==> src/rtl/regfile_wb_arbiter_if.sv <==
// Writeback request bundle for the register-file write-port arbiter.
// The master drives a request (valid/rd/data) and the slave answers with ready.
interface regfile_wb_arbiter_if;
    logic        req0_valid;
    logic [4:0]  req0_rd;
    logic [31:0] req0_data;
    logic        req0_ready;
    logic        req1_valid;
    logic [4:0]  req1_rd;
    logic [31:0] req1_data;
    logic        req1_ready;

    modport master (
        output req0_valid, req0_rd, req0_data,
        input  req0_ready,
        output req1_valid, req1_rd, req1_data,
        input  req1_ready
    );

    modport slave (
        input  req0_valid, req0_rd, req0_data,
        output req0_ready,
        input  req1_valid, req1_rd, req1_data,
        output req1_ready
    );
endinterface

==> src/rtl/regfile_wb_arbiter.sv <==
// Round-robin arbiter for the ALU and load writeback sources that share the register file's single write port.
// It registers the winner onto the write port, drops writes to x0 and counts the cycles in which both sources requested.
module regfile_wb_arbiter #(
    parameter int CNT_W = 16
) (
    input  logic               clk,
    input  logic               rst,
    regfile_wb_arbiter_if.slave bus,
    output logic               RegWrite,
    output logic [4:0]         Rd,
    output logic [31:0]        Write_data,
    output logic               last_grant,
    output logic [CNT_W-1:0]   conflict_cnt
);
    logic        both_valid;
    logic        any_valid;
    logic        grant_idx;
    logic [4:0]  sel_rd;
    logic [31:0] sel_data;

    // The flops use the ungated grant because reset overrides them anyway.
    // Only the ready outputs are masked by rst, so no request is acknowledged while reset is high.
    always_comb begin
        both_valid     = bus.req0_valid && bus.req1_valid;
        any_valid      = bus.req0_valid || bus.req1_valid;
        grant_idx      = both_valid ? ~last_grant : bus.req1_valid;
        sel_rd         = grant_idx ? bus.req1_rd : bus.req0_rd;
        sel_data       = grant_idx ? bus.req1_data : bus.req0_data;
        bus.req0_ready = any_valid && !grant_idx && !rst;
        bus.req1_ready = any_valid && grant_idx && !rst;
    end

    always_ff @(posedge clk or posedge rst) begin
        if (rst) begin
            RegWrite     <= 1'b0;
            Rd           <= 5'd0;
            Write_data   <= 32'd0;
            last_grant   <= 1'b1;
            conflict_cnt <= '0;
        end else begin
            RegWrite <= any_valid && (sel_rd != 5'd0);
            if (any_valid) begin
                Rd         <= sel_rd;
                Write_data <= sel_data;
                last_grant <= grant_idx;
            end
            if (both_valid && (conflict_cnt != {CNT_W{1'b1}}))
                conflict_cnt <= conflict_cnt + CNT_W'(1);
        end
    end
endmodule

==> src/flat_wrapper.sv <==
// flat-port wrapper written by rule: the top's interface ports become plain ports
module regfile_wb_arbiter_flat 
#(
    parameter int CNT_W = 16
)
  (clk, rst, RegWrite, Rd, Write_data, last_grant, conflict_cnt, bus_req0_valid, bus_req0_rd, bus_req0_data, bus_req0_ready, bus_req1_valid, bus_req1_rd, bus_req1_data, bus_req1_ready);
  regfile_wb_arbiter_if bus_i ();
  input  logic clk;
  input  logic rst;
  output logic RegWrite;
  output logic [4:0] Rd;
  output logic [31:0] Write_data;
  output logic last_grant;
  output logic [CNT_W-1:0] conflict_cnt;
  input wire logic [$bits(bus_i.req0_valid)-1:0] bus_req0_valid;
  input wire logic [$bits(bus_i.req0_rd)-1:0] bus_req0_rd;
  input wire logic [$bits(bus_i.req0_data)-1:0] bus_req0_data;
  output wire logic [$bits(bus_i.req0_ready)-1:0] bus_req0_ready;
  input wire logic [$bits(bus_i.req1_valid)-1:0] bus_req1_valid;
  input wire logic [$bits(bus_i.req1_rd)-1:0] bus_req1_rd;
  input wire logic [$bits(bus_i.req1_data)-1:0] bus_req1_data;
  output wire logic [$bits(bus_i.req1_ready)-1:0] bus_req1_ready;
  assign bus_i.req0_valid = bus_req0_valid;
  assign bus_i.req0_rd = bus_req0_rd;
  assign bus_i.req0_data = bus_req0_data;
  assign bus_req0_ready = bus_i.req0_ready;
  assign bus_i.req1_valid = bus_req1_valid;
  assign bus_i.req1_rd = bus_req1_rd;
  assign bus_i.req1_data = bus_req1_data;
  assign bus_req1_ready = bus_i.req1_ready;
  regfile_wb_arbiter #(.CNT_W(CNT_W)) u_core (.clk(clk), .rst(rst), .bus(bus_i), .RegWrite(RegWrite), .Rd(Rd), .Write_data(Write_data), .last_grant(last_grant), .conflict_cnt(conflict_cnt));
endmodule
==> config.mk <==
export PLATFORM = sky130hd
export DESIGN_NAME = regfile_wb_arbiter_flat
export DESIGN_NICKNAME = d
export VERILOG_FILES = /design/src/rtl/regfile_wb_arbiter_if.sv /design/src/rtl/regfile_wb_arbiter.sv /design/src/flat_wrapper.sv
export SDC_FILE = /design/constraint.sdc
export NUM_CORES = 1
export LEC_CHECK = 0
export ABC_AREA = 1
export CAP_MARGIN = 30
export CORE_MARGIN = 2
export CORE_UTILIZATION = 41
export DETAILED_ROUTE_END_ITERATION = 7
export PLACE_DENSITY_LB_ADDON = 0.1
export SLEW_MARGIN = 40
export SYNTH_ARGS = -nofsm -noshare
export SYNTH_HDL_FRONTEND = slang
export SYNTH_SLANG_ARGS = --single-unit
==> constraint.sdc <==
create_clock -name clk -period 2.25 [get_ports clk]
set_input_delay 0.45 -clock clk [delete_from_list [all_inputs] [get_ports clk]]
set_output_delay 0.45 -clock clk [all_outputs]
set_load 0.01 [all_outputs]
==> results.py, run 1 <==
metrics = {
    "logic_synthesis": {
        "seq_area_frac_synth_pct": 49.82,
        "syn-instance-count": 365,
        "syn_avg_cell_area_um2": 7.576,
        "ys.warnings.count": 0,
        "syn_area_mm2": 0.002765,
        "ys_types": 23,
        "synth.net_count": 444,
        "ys_ff_latch": 55,
    },
    "placement": {
        "dp_slack_ps": -13.34,
        "placedCellCount": 569,
        "place_hpwl_um": 5472,
        "place_congestion": 0.8363,
        "io_buffer_count": 134,
        "placed_area_mm2": 0.004202,
    },
    "global_route": {
        "grt_pass1_wl_um": 12040,
        "grt_max_degree": 56,
        "grt_pass1_vias": 2744,
        "globalRouteTotalUtil_pct": 20.25,
        "antenna_found_initial": 0,
        "grt_overflow_total": 0,
    },
    "cells_and_area": {
        "finalNonFillerCells": 577,
        "final_cell_area_mm2": 0.004294,
        "final_common_cell": "nand2_1",
        "layout_common_cells": "163 x nand2_1, 133 x clkdlybuf4s50_1, 54 x dfrtp_1, 48 x nand3_1, 21 x inv_1",
        "final_layout_size_suffix_gt1_share_pct": 6.800,
        "area_growth_pct": 55.29,
        "diodes": 0,
        "nNetsFinal": 578,
    },
    "clock_tree": {
        "cts_sinks": 55,
        "cts_made_buffers": 5,
        "clkTransAtPathRegs_ps": 100,
        "cts_tree": "done",
        "clock_path_buffers": 2,
        "htreeDepth": 2,
        "insertion_delay_ps": 310,
        "cts_root_buf": "clkbuf_8",
    },
    "setup_path": {
        "critPathRequiredTime_ps": 1800,
        "crit_slowest_cell": "clkdlybuf4s50_1",
        "crit_chain": "clkdlybuf4s50_1 -> nand2_1 -> nand2_1 -> nor2_1 -> clkdlybuf4s50_1",
        "crit_buf_inv": 2,
        "crit_path_start": "bus_req0_valid",
        "max_stage_delay_ps": 530,
        "regToRegStartpoint": "u_core.conflict_cnt[0]",
        "arrival_ps": 1670,
        "path_class": "input port to output pin",
        "cp_top_family": "buffers and inverters",
        "critPathMaxFanout": 3,
        "critPathCaptureType": "output pin",
        "start_kind": "input port",
    },
    "detailed_routing": {
        "vias": 2760,
        "routed_via_density": 4.783,
        "routedWlPerCell_um": 12.72,
        "drt-total-wl_um": 7340,
        "drc": 0,
        "drtAntennaViolNets": 0,
        "first_iter_violations": 105,
        "drt_first_pass_iters": 4,
    },
    "floorplan": {
        "die_w_um": 86.13,
        "ios": 135,
        "core-area_mm2": 0.006422,
        "rows": 29,
        "start_util_pct": 43.05,
        "dieArea_mm2": 0.007418,
        "die_h_um": 86.13,
    },
    "sta": {
        "finalClockSkew_ps": 11.61,
        "worst_slew_pin_slew_ps": 469.7,
        "rsz0062_at_grt": "no",
        "max_slew_margin_pct": 68.58,
        "setup_ws_ps": 126.0,
        "hold_viol": 0,
        "fmax_ghz": 0.4708,
        "setup_viol": 0,
        "period_minus_slack_ps": 2124,
        "maxSlewViolCount": 0,
        "final.period_utilization_pct": 94.40,
    },
    "min_path": {
        "min_path_type": "flip-flop to flip-flop",
        "holdCritStartpoint": "u_core.last_grant",
    },
    "job": {
        "cap_violations": 0,
    },
    "pwr": {
        "worst_ir_drop_vdd_mv": 0.3123,
        "leakage_nw": 1.952,
        "power_density_mw_per_mm2": 628.3,
    },
    "status": {
        "status": "finished clean",
    },
}
final timing paths:
| check | cells after the start | slack (ps) | to |
|---|---|---|---|
| setup / recovery | 5 | 130 | bus_req1_ready |
| hold / removal | 2 | 490 | u_core.last_grant |
| setup reg to reg | 8 | 320 | u_core.conflict_cnt[7] |
| hold reg to reg | 2 | 490 | u_core.last_grant |
| max in group asynchronous | 3 | 1390 | u_core.last_grant |
| min in group asynchronous | 3 | 550 | u_core.conflict_cnt[15] |
routing by layer:
metal	share of wire [%]	wire, µm	track usage, %
met5	0	0	0
met4	1.5	111	6.494
met3	7.6	560	6.737
met2	50	3672	35.45
met1	41	2994	23.27
synthesized netlist by cell type:
library cell,n,area [µm²]
buf_4,1,7.510
o21ai_0,12,60.06
nor2_2,1,6.260
buf_2,9,45.04
dfstp_2,1,26.28
nand4_1,3,18.77
ha_1,1,12.51
a21oi_1,1,5.000
buf_6,2,22.52
o21ai_1,1,5.000
dfrtp_1,54,1351
o21ai_2,5,43.79
nand3_1,48,240.2
or2_2,1,6.260
inv_1,22,82.58
nand2_2,8,50.05
xor2_1,8,70.07
nand3_2,1,10.01
nand3b_1,1,7.510
clkbuf_1,3,11.26
nand2_1,163,611.8
nor2_1,18,67.56
clkinv_1,1,3.750
cell families after synthesis:
logic type,share of synthesized area (%)
AND/OR/NAND/NOR,36.83
flip-flops,49.82
buffers and inverters,6.244
AO/OA/AOI/OAI,4.117
XOR/XNOR,2.534
adder cells (fa/ha/maj),0.4524
power breakdown:
part | leakage (nW) | internal (mW) | switching, mW
Combinational | 1.23 | 0.492 | 0.389
Clock | 0.0443 | 0.223 | 0.339
Sequential | 0.674 | 1.13 | 0.126
repair_timing:
action / CTS / global route
hold endpoints to repair: 0 / 0
gates resized for setup: 1 / 0
setup buffers: 0 / 0
hold buffers: 0 / 0
endpoints found under the setup margin: 1 / 0
worst min-delay path, cell delays in order, from the launching register on:
cell and delay, ps:
dfstp_2 400, nand2_1 60, nand2_1 40
sequential cells by signal, summed over array words and instances, names as in the netlist:
| signal | cells |
|---|---|
| u_core.last_grant | 1 |
| u_core.Rd | 5 |
| u_core.Write_data | 32 |
| u_core.conflict_cnt | 16 |
| u_core.RegWrite | 1 |
metrics by stage:
step                power (mW)  hold WS [ps]  setup TNS [ps]  util [%]
detailed placement       2.165         476.8          -13.34     65.42
CTS                      2.737         494.1               0     66.86
finish                   2.698         491.5               0     66.86
floorplan                1.649         474.6               0         -
global placement         2.142         466.8               0     65.42
global route             2.855         511.3               0     66.86
layout make-up:
class,count,area [µm²]
clock inverters,3,25.02
well taps,77,96.34
multi-input cells,272,1215
flip-flops and latches,55,1378
inverters,23,86.33
repair buffers,142,1425
clock buffers,5,68.82
fillers,551,2128
No activity file was read; power rests on OpenSTA's default activity.
==> run 2: changes to the inputs <==
--- a/config.mk
+++ b/config.mk
@@ -10,7 +10,9 @@
 export CORE_MARGIN = 2
 export CORE_UTILIZATION = 41
 export DETAILED_ROUTE_END_ITERATION = 7
+export MAX_ROUTING_LAYER = met4
 export PLACE_DENSITY_LB_ADDON = 0.1
+export RECOVER_POWER = 50
 export SLEW_MARGIN = 40
 export SYNTH_ARGS = -nofsm -noshare
 export SYNTH_HDL_FRONTEND = slang
==> constraint.sdc (replaced) <==
create_clock -name clk -period 2.3 [get_ports clk]
set_input_delay 0.46 -clock clk [delete_from_list [all_inputs] [get_ports clk]]
set_output_delay 0.46 -clock clk [all_outputs]
set_load 0.01 [all_outputs]
==> results.py, run 2 (same netlist as run 1, synthesis figures left out) <==
metrics = {
    "sta": {
        "worst_slew_pin_slew_ps": 1393,
        "hold_viol": 0,
        "rsz0062_at_grt": "no",
        "max_slew_margin_pct": 7.110,
        "maxSlewViolCount": 0,
        "period_minus_slack_ps": 2167,
        "final.period_utilization_pct": 94.21,
        "fmax_ghz": 0.4615,
        "setup_viol": 0,
        "finalClockSkew_ps": 8.202,
        "setup_ws_ps": 133.1,
    },
    "floorplan": {
        "die_w_um": 86.13,
        "core-area_mm2": 0.006422,
        "dieArea_mm2": 0.007418,
        "rows": 29,
        "start_util_pct": 43.05,
        "die_h_um": 86.13,
        "ios": 135,
    },
    "cells_and_area": {
        "n_fill_cell": 576,
        "reg_top3": "u_core.Write_data (32), u_core.conflict_cnt (16), u_core.Rd (5)",
        "layout_common_cells": "163 x nand2_1, 132 x clkdlybuf4s50_1, 54 x dfrtp_1, 48 x nand3_1, 21 x inv_1",
        "largest_reg_flops": 32,
        "final_layout_size_suffix_gt1_share_pct": 6.400,
        "nNetsFinal": 578,
        "final_common_cell": "nand2_1",
        "area_growth_pct": 55.61,
        "diodes": 0,
        "top_register": "u_core.Write_data",
    },
    "min_path": {
        "holdCritStartpoint": "u_core.last_grant",
        "min_path_type": "flip-flop to flip-flop",
    },
    "placement": {
        "place_hpwl_um": 5381,
        "place_congestion": 0.8483,
        "io_buffer_count": 134,
        "dp_slack_ps": -39.17,
    },
    "clock_tree": {
        "clkTransAtPathRegs_ps": 100,
        "cts_root_buf": "clkbuf_8",
        "htreeDepth": 2,
        "cts_sinks": 55,
        "cts_tree": "done",
        "clock_path_buffers": 2,
        "insertion_delay_ps": 310,
        "holdBufCountCts": 0,
        "cts_made_buffers": 5,
    },
    "job": {
        "cap_violations": 0,
    },
    "detailed_routing": {
        "drt-total-wl_um": 7452,
        "vias": 2767,
        "first_iter_violations": 146,
        "drc": 0,
        "routed_via_density": 4.795,
        "drt_first_pass_iters": 4,
        "drtAntennaViolNets": 0,
        "routedWlPerCell_um": 12.92,
    },
    "global_route": {
        "grt_pass1_vias": 2690,
        "grt_pass1_wl_um": 12230,
        "grt_overflow_total": 0,
        "grt_max_degree": 56,
        "globalRouteTotalUtil_pct": 21.02,
        "antenna_found_initial": 0,
    },
    "setup_path": {
        "regToRegStartpoint": "u_core.conflict_cnt[0]",
        "start_kind": "input port",
        "critPathMaxFanout": 3,
        "critPathCaptureType": "output pin",
        "crit_path_start": "bus_req0_valid",
        "arrival_ps": 1710,
        "path_class": "input port to output pin",
        "critPathRequiredTime_ps": 1840,
    },
    "pwr": {
        "p_sw_mw": 0.8334,
        "pwr-share-comb_pct": 30.0,
        "power_density_mw_per_mm2": 661.3,
        "p_seq_share_pct": 43.2,
        "clkPwrFrac_pct": 26.9,
        "worst_ir_drop_vdd_mv": 0.3511,
        "p_int_mw": 2.012,
        "leakage_nw": 1.957,
        "finalPower_mw": 2.845,
        "swShare_pct": 29.29,
    },
    "status": {
        "status": "finished clean",
    },
}
[run 2: cell types whose count changed in the layout (fill, tap and decap cells not counted), moves of 2 or more]
cell | previous run | this run
buf_12 | 2 | 0
bufinv_16 | 0 | 2
clkbuf_2 | 0 | 2
clkinv_4 | 2 | 0
[run 2: final cells by class]
class	instances	area, µm²	area share [%]
clock buffer	5	68.82	1.599
clock inverter	3	67.56	1.570
inverter	23	86.33	2.006
multi-input combinational	272	1215	28.24
sequential	55	1378	32.02
tap	77	96.34	2.239
timing repair buffer	142	1391	32.33
[run 2: worst paths after layout]
check                                               end  slack [ps]  cells past startpoint
worst max-delay path                     bus_req1_ready         130                      5
worst min-delay path                  u_core.last_grant         490                      2
worst max register to register   u_core.conflict_cnt[7]         350                      8
worst min register to register        u_core.last_grant         490                      2
max in group asynchronous         u_core.Write_data[28]         360                      3
min in group asynchronous       u_core.conflict_cnt[15]        1100                      3
[run 2: metal layers]
layer | track usage, % | part of all wire (%) | up-vias
li1 | - | - | 1404
met1 | 24.89 | 42 | 1265
met2 | 34.95 | 50 | 90
met3 | 5.775 | 7.1 | 8
met4 | 6.205 | 1.3 | 0
met5 | - | 0 | -
[run 2: critical path, cell delays in order]
cell             delay [ps]
clkdlybuf4s50_1         440
nand2_1                  90
nand2_1                  80
nor2_1                   90
clkdlybuf4s50_1         530
[run 2: stage by stage]
stage	area (µm²)	util (%)	cells	hold WS, ps	TNS, ps
after floorplan	2765	-	365	474.6	0
after global placement	4202	65.42	569	467.7	0
after detailed placement	4202	65.42	569	472.7	-39.17
after CTS	4337	67.52	577	496.0	0
after global routing	4303	67.00	577	511.4	0
final	4303	67.00	577	491.5	0
[run 2: repair_timing]
| action | 4_1_cts | 5_1_grt |
|---|---|---|
| buffers inserted | 0 | 0 |
| gates resized for setup | 1 | 0 |
| setup endpoints to repair | 1 | 0 |
| endpoints found under the hold margin | 0 | 0 |
[run 2: power by group through the flow]
stage	clock [mW]	combinational, mW	sequential (mW)
2_1_floorplan	0	0.320	1.29
3_3_place_gp	0	0.856	1.24
3_5_place_dp	0	0.873	1.25
4_1_cts	0.784	0.875	1.23
5_1_grt	0.810	0.939	1.25
6_report	0.764	0.853	1.23
==> run 3: changes to the inputs <==
--- a/config.mk
+++ b/config.mk
@@ -7,11 +7,12 @@
 export LEC_CHECK = 0
 export ABC_AREA = 1
 export CAP_MARGIN = 30
-export CORE_MARGIN = 2
+export CORE_MARGIN = 4
 export CORE_UTILIZATION = 41
 export DETAILED_ROUTE_END_ITERATION = 7
+export GPL_ROUTABILITY_DRIVEN = 0
 export MAX_ROUTING_LAYER = met4
-export PLACE_DENSITY_LB_ADDON = 0.1
+export PLACE_DENSITY = 0.91
 export RECOVER_POWER = 50
 export SLEW_MARGIN = 40
 export SYNTH_ARGS = -nofsm -noshare
==> results.py, run 3 (same netlist as run 1, synthesis figures left out) <==
metrics = {
    "sta": {
        "setup_ws_ps": 199.0,
        "fmax_ghz": 0.4760,
        "period_minus_slack_ps": 2101,
        "final.period_utilization_pct": 91.35,
        "finalClockSkew_ps": 8.145,
        "max_slew_margin_pct": 11.69,
        "hold_viol": 0,
        "setup_viol": 0,
        "fin_tns_setup_ps": 0,
        "worst_slew_pin_slew_ps": 1325,
        "rsz0062_at_grt": "no",
        "maxSlewViolCount": 0,
    },
    "setup_path": {
        "cp_top_family": "buffers and inverters",
        "critPathCaptureType": "output pin",
        "worstRegToRegCells": 8,
        "crit_slowest_cell": "clkdlybuf4s50_1",
        "crit_buf_inv": 2,
        "critPathMaxFanout": 3,
        "crit_chain": "clkdlybuf4s50_1 -> or2_2 -> nand2_1 -> nor2_1 -> dlygate4sd2_1",
        "cp.depth": 5,
        "path_class": "input port to output pin",
        "arrival_ps": 1640,
        "start_kind": "input port",
        "reg2reg_slack_ps": 350,
        "max_stage_delay_ps": 450,
        "critPathRequiredTime_ps": 1840,
    },
    "floorplan": {
        "rows": 29,
        "dieArea_mm2": 0.008123,
        "core-area_mm2": 0.006459,
        "ios": 135,
        "die_h_um": 90.13,
        "start_util_pct": 42.81,
        "die_w_um": 90.13,
    },
    "clock_tree": {
        "clkTransAtPathRegs_ps": 90,
        "insertion_delay_ps": 300,
        "cts_made_buffers": 5,
        "clock_path_buffers": 2,
        "cts_root_buf": "clkbuf_8",
        "cts_sinks": 55,
        "htreeDepth": 2,
        "cts_tree": "done",
    },
    "cells_and_area": {
        "layout_common_cells": "163 x nand2_1, 109 x clkdlybuf4s50_1, 54 x dfrtp_1, 48 x nand3_1, 23 x dlygate4sd3_1",
        "post-route-util_pct": 66.21,
        "final_common_cell": "nand2_1",
        "finalNonFillerCells": 579,
        "largest_reg_flops": 32,
        "final_cell_area_mm2": 0.004277,
        "diodes": 0,
        "final_layout_size_suffix_gt1_share_pct": 6.375,
        "nNetsFinal": 580,
        "area_growth_pct": 54.66,
        "top_register": "u_core.Write_data",
        "reg_top3": "u_core.Write_data (32), u_core.conflict_cnt (16), u_core.Rd (5)",
    },
    "global_route": {
        "globalRouteTotalUtil_pct": 20.83,
        "grt_pass1_wl_um": 13710,
        "antenna_found_initial": 0,
        "grt_pass1_vias": 2945,
        "grt_max_degree": 56,
        "grt_overflow_total": 0,
    },
    "pwr": {
        "leakage_nw": 1.958,
        "worst_ir_drop_vdd_mv": 0.3149,
        "power_density_mw_per_mm2": 609.1,
    },
    "min_path": {
        "hold_depth": 2,
        "min_path_type": "flip-flop to flip-flop",
    },
    "detailed_routing": {
        "first_iter_violations": 120,
        "routed_via_density": 4.990,
        "vias": 2889,
        "drtAntennaViolNets": 0,
        "drt-total-wl_um": 8112,
        "drc": 0,
        "routedWlPerCell_um": 14.01,
        "drt_first_pass_iters": 5,
    },
    "placement": {
        "placed_area_mm2": 0.004217,
        "placedCellCount": 571,
        "io_buffer_count": 134,
        "dp_slack_ps": -8.658,
        "place_hpwl_um": 6486,
    },
    "job": {
        "cap_violations": 0,
    },
    "status": {
        "status": "finished clean",
    },
}
run 3: routing by layer:
| layer | global-route usage [%] | vias to the layer above | wire length (µm) |
|---|---|---|---|
| met2 | 35.22 | 118 | 4148 |
| met3 | 6.678 | 10 | 695 |
| met4 | 4.464 | 0 | 121 |
| met1 | 24.40 | 1346 | 3148 |
| li1 | - | 1415 | - |
| met5 | - | - | 0 |
run 3: area by class of cell:
class | instances | area (µm²)
clock buffer | 6 | 72.57
clock inverter | 2 | 12.51
fill | 521 | 2182
inverter | 23 | 86.33
multi-input combinational | 272 | 1215
sequential | 55 | 1378
tap | 77 | 96.34
timing repair buffer | 144 | 1416
run 3: path summary, 6_finish.rpt:
| path | start | end |
|---|---|---|
| worst max register to register | u_core.conflict_cnt[1] | u_core.conflict_cnt[10] |
| worst max-delay path | bus_req1_valid | bus_req0_ready |
| worst min register to register | u_core.Write_data[22] | u_core.Write_data[22] |
| min in group asynchronous | rst | u_core.Write_data[30] |
| worst min-delay path | u_core.Write_data[22] | u_core.Write_data[22] |
| max in group asynchronous | rst | u_core.conflict_cnt[1] |
run 3: repair_timing:
item | CTS | global route
hold buffers | 0 | 0
hold endpoints to repair | 0 | 0
buffers inserted | 0 | 0
setup endpoints to repair | 2 | 0
gates resized for setup | 2 | 0
run 3: power by group:
part | leakage, nW | internal, mW | switching, mW | total, mW
Combinational | 1.24 | 0.461 | 0.392 | 0.853
Clock | 0.0412 | 0.214 | 0.305 | 0.519
Sequential | 0.674 | 1.10 | 0.130 | 1.23
Total | 1.96 | 1.78 | 0.827 | 2.60
run 3: worst reg2reg max path: stages, from the launching register on:
cell and delay [ps]:
dfrtp_1 430, ha_1 270, inv_1 70, nor2_2 160, nand3_2 100, nand2_2 210, nand2_2 350, nand2_2 180
o21ai_2 60
run 3: metrics by stage:
stage	power (mW)	hold WS, ps
final	2.605	497.9
after floorplan	1.613	474.6
after detailed placement	2.136	484.5
after global routing	2.763	523.7
after CTS	2.653	505.8
after global placement	2.103	471.0
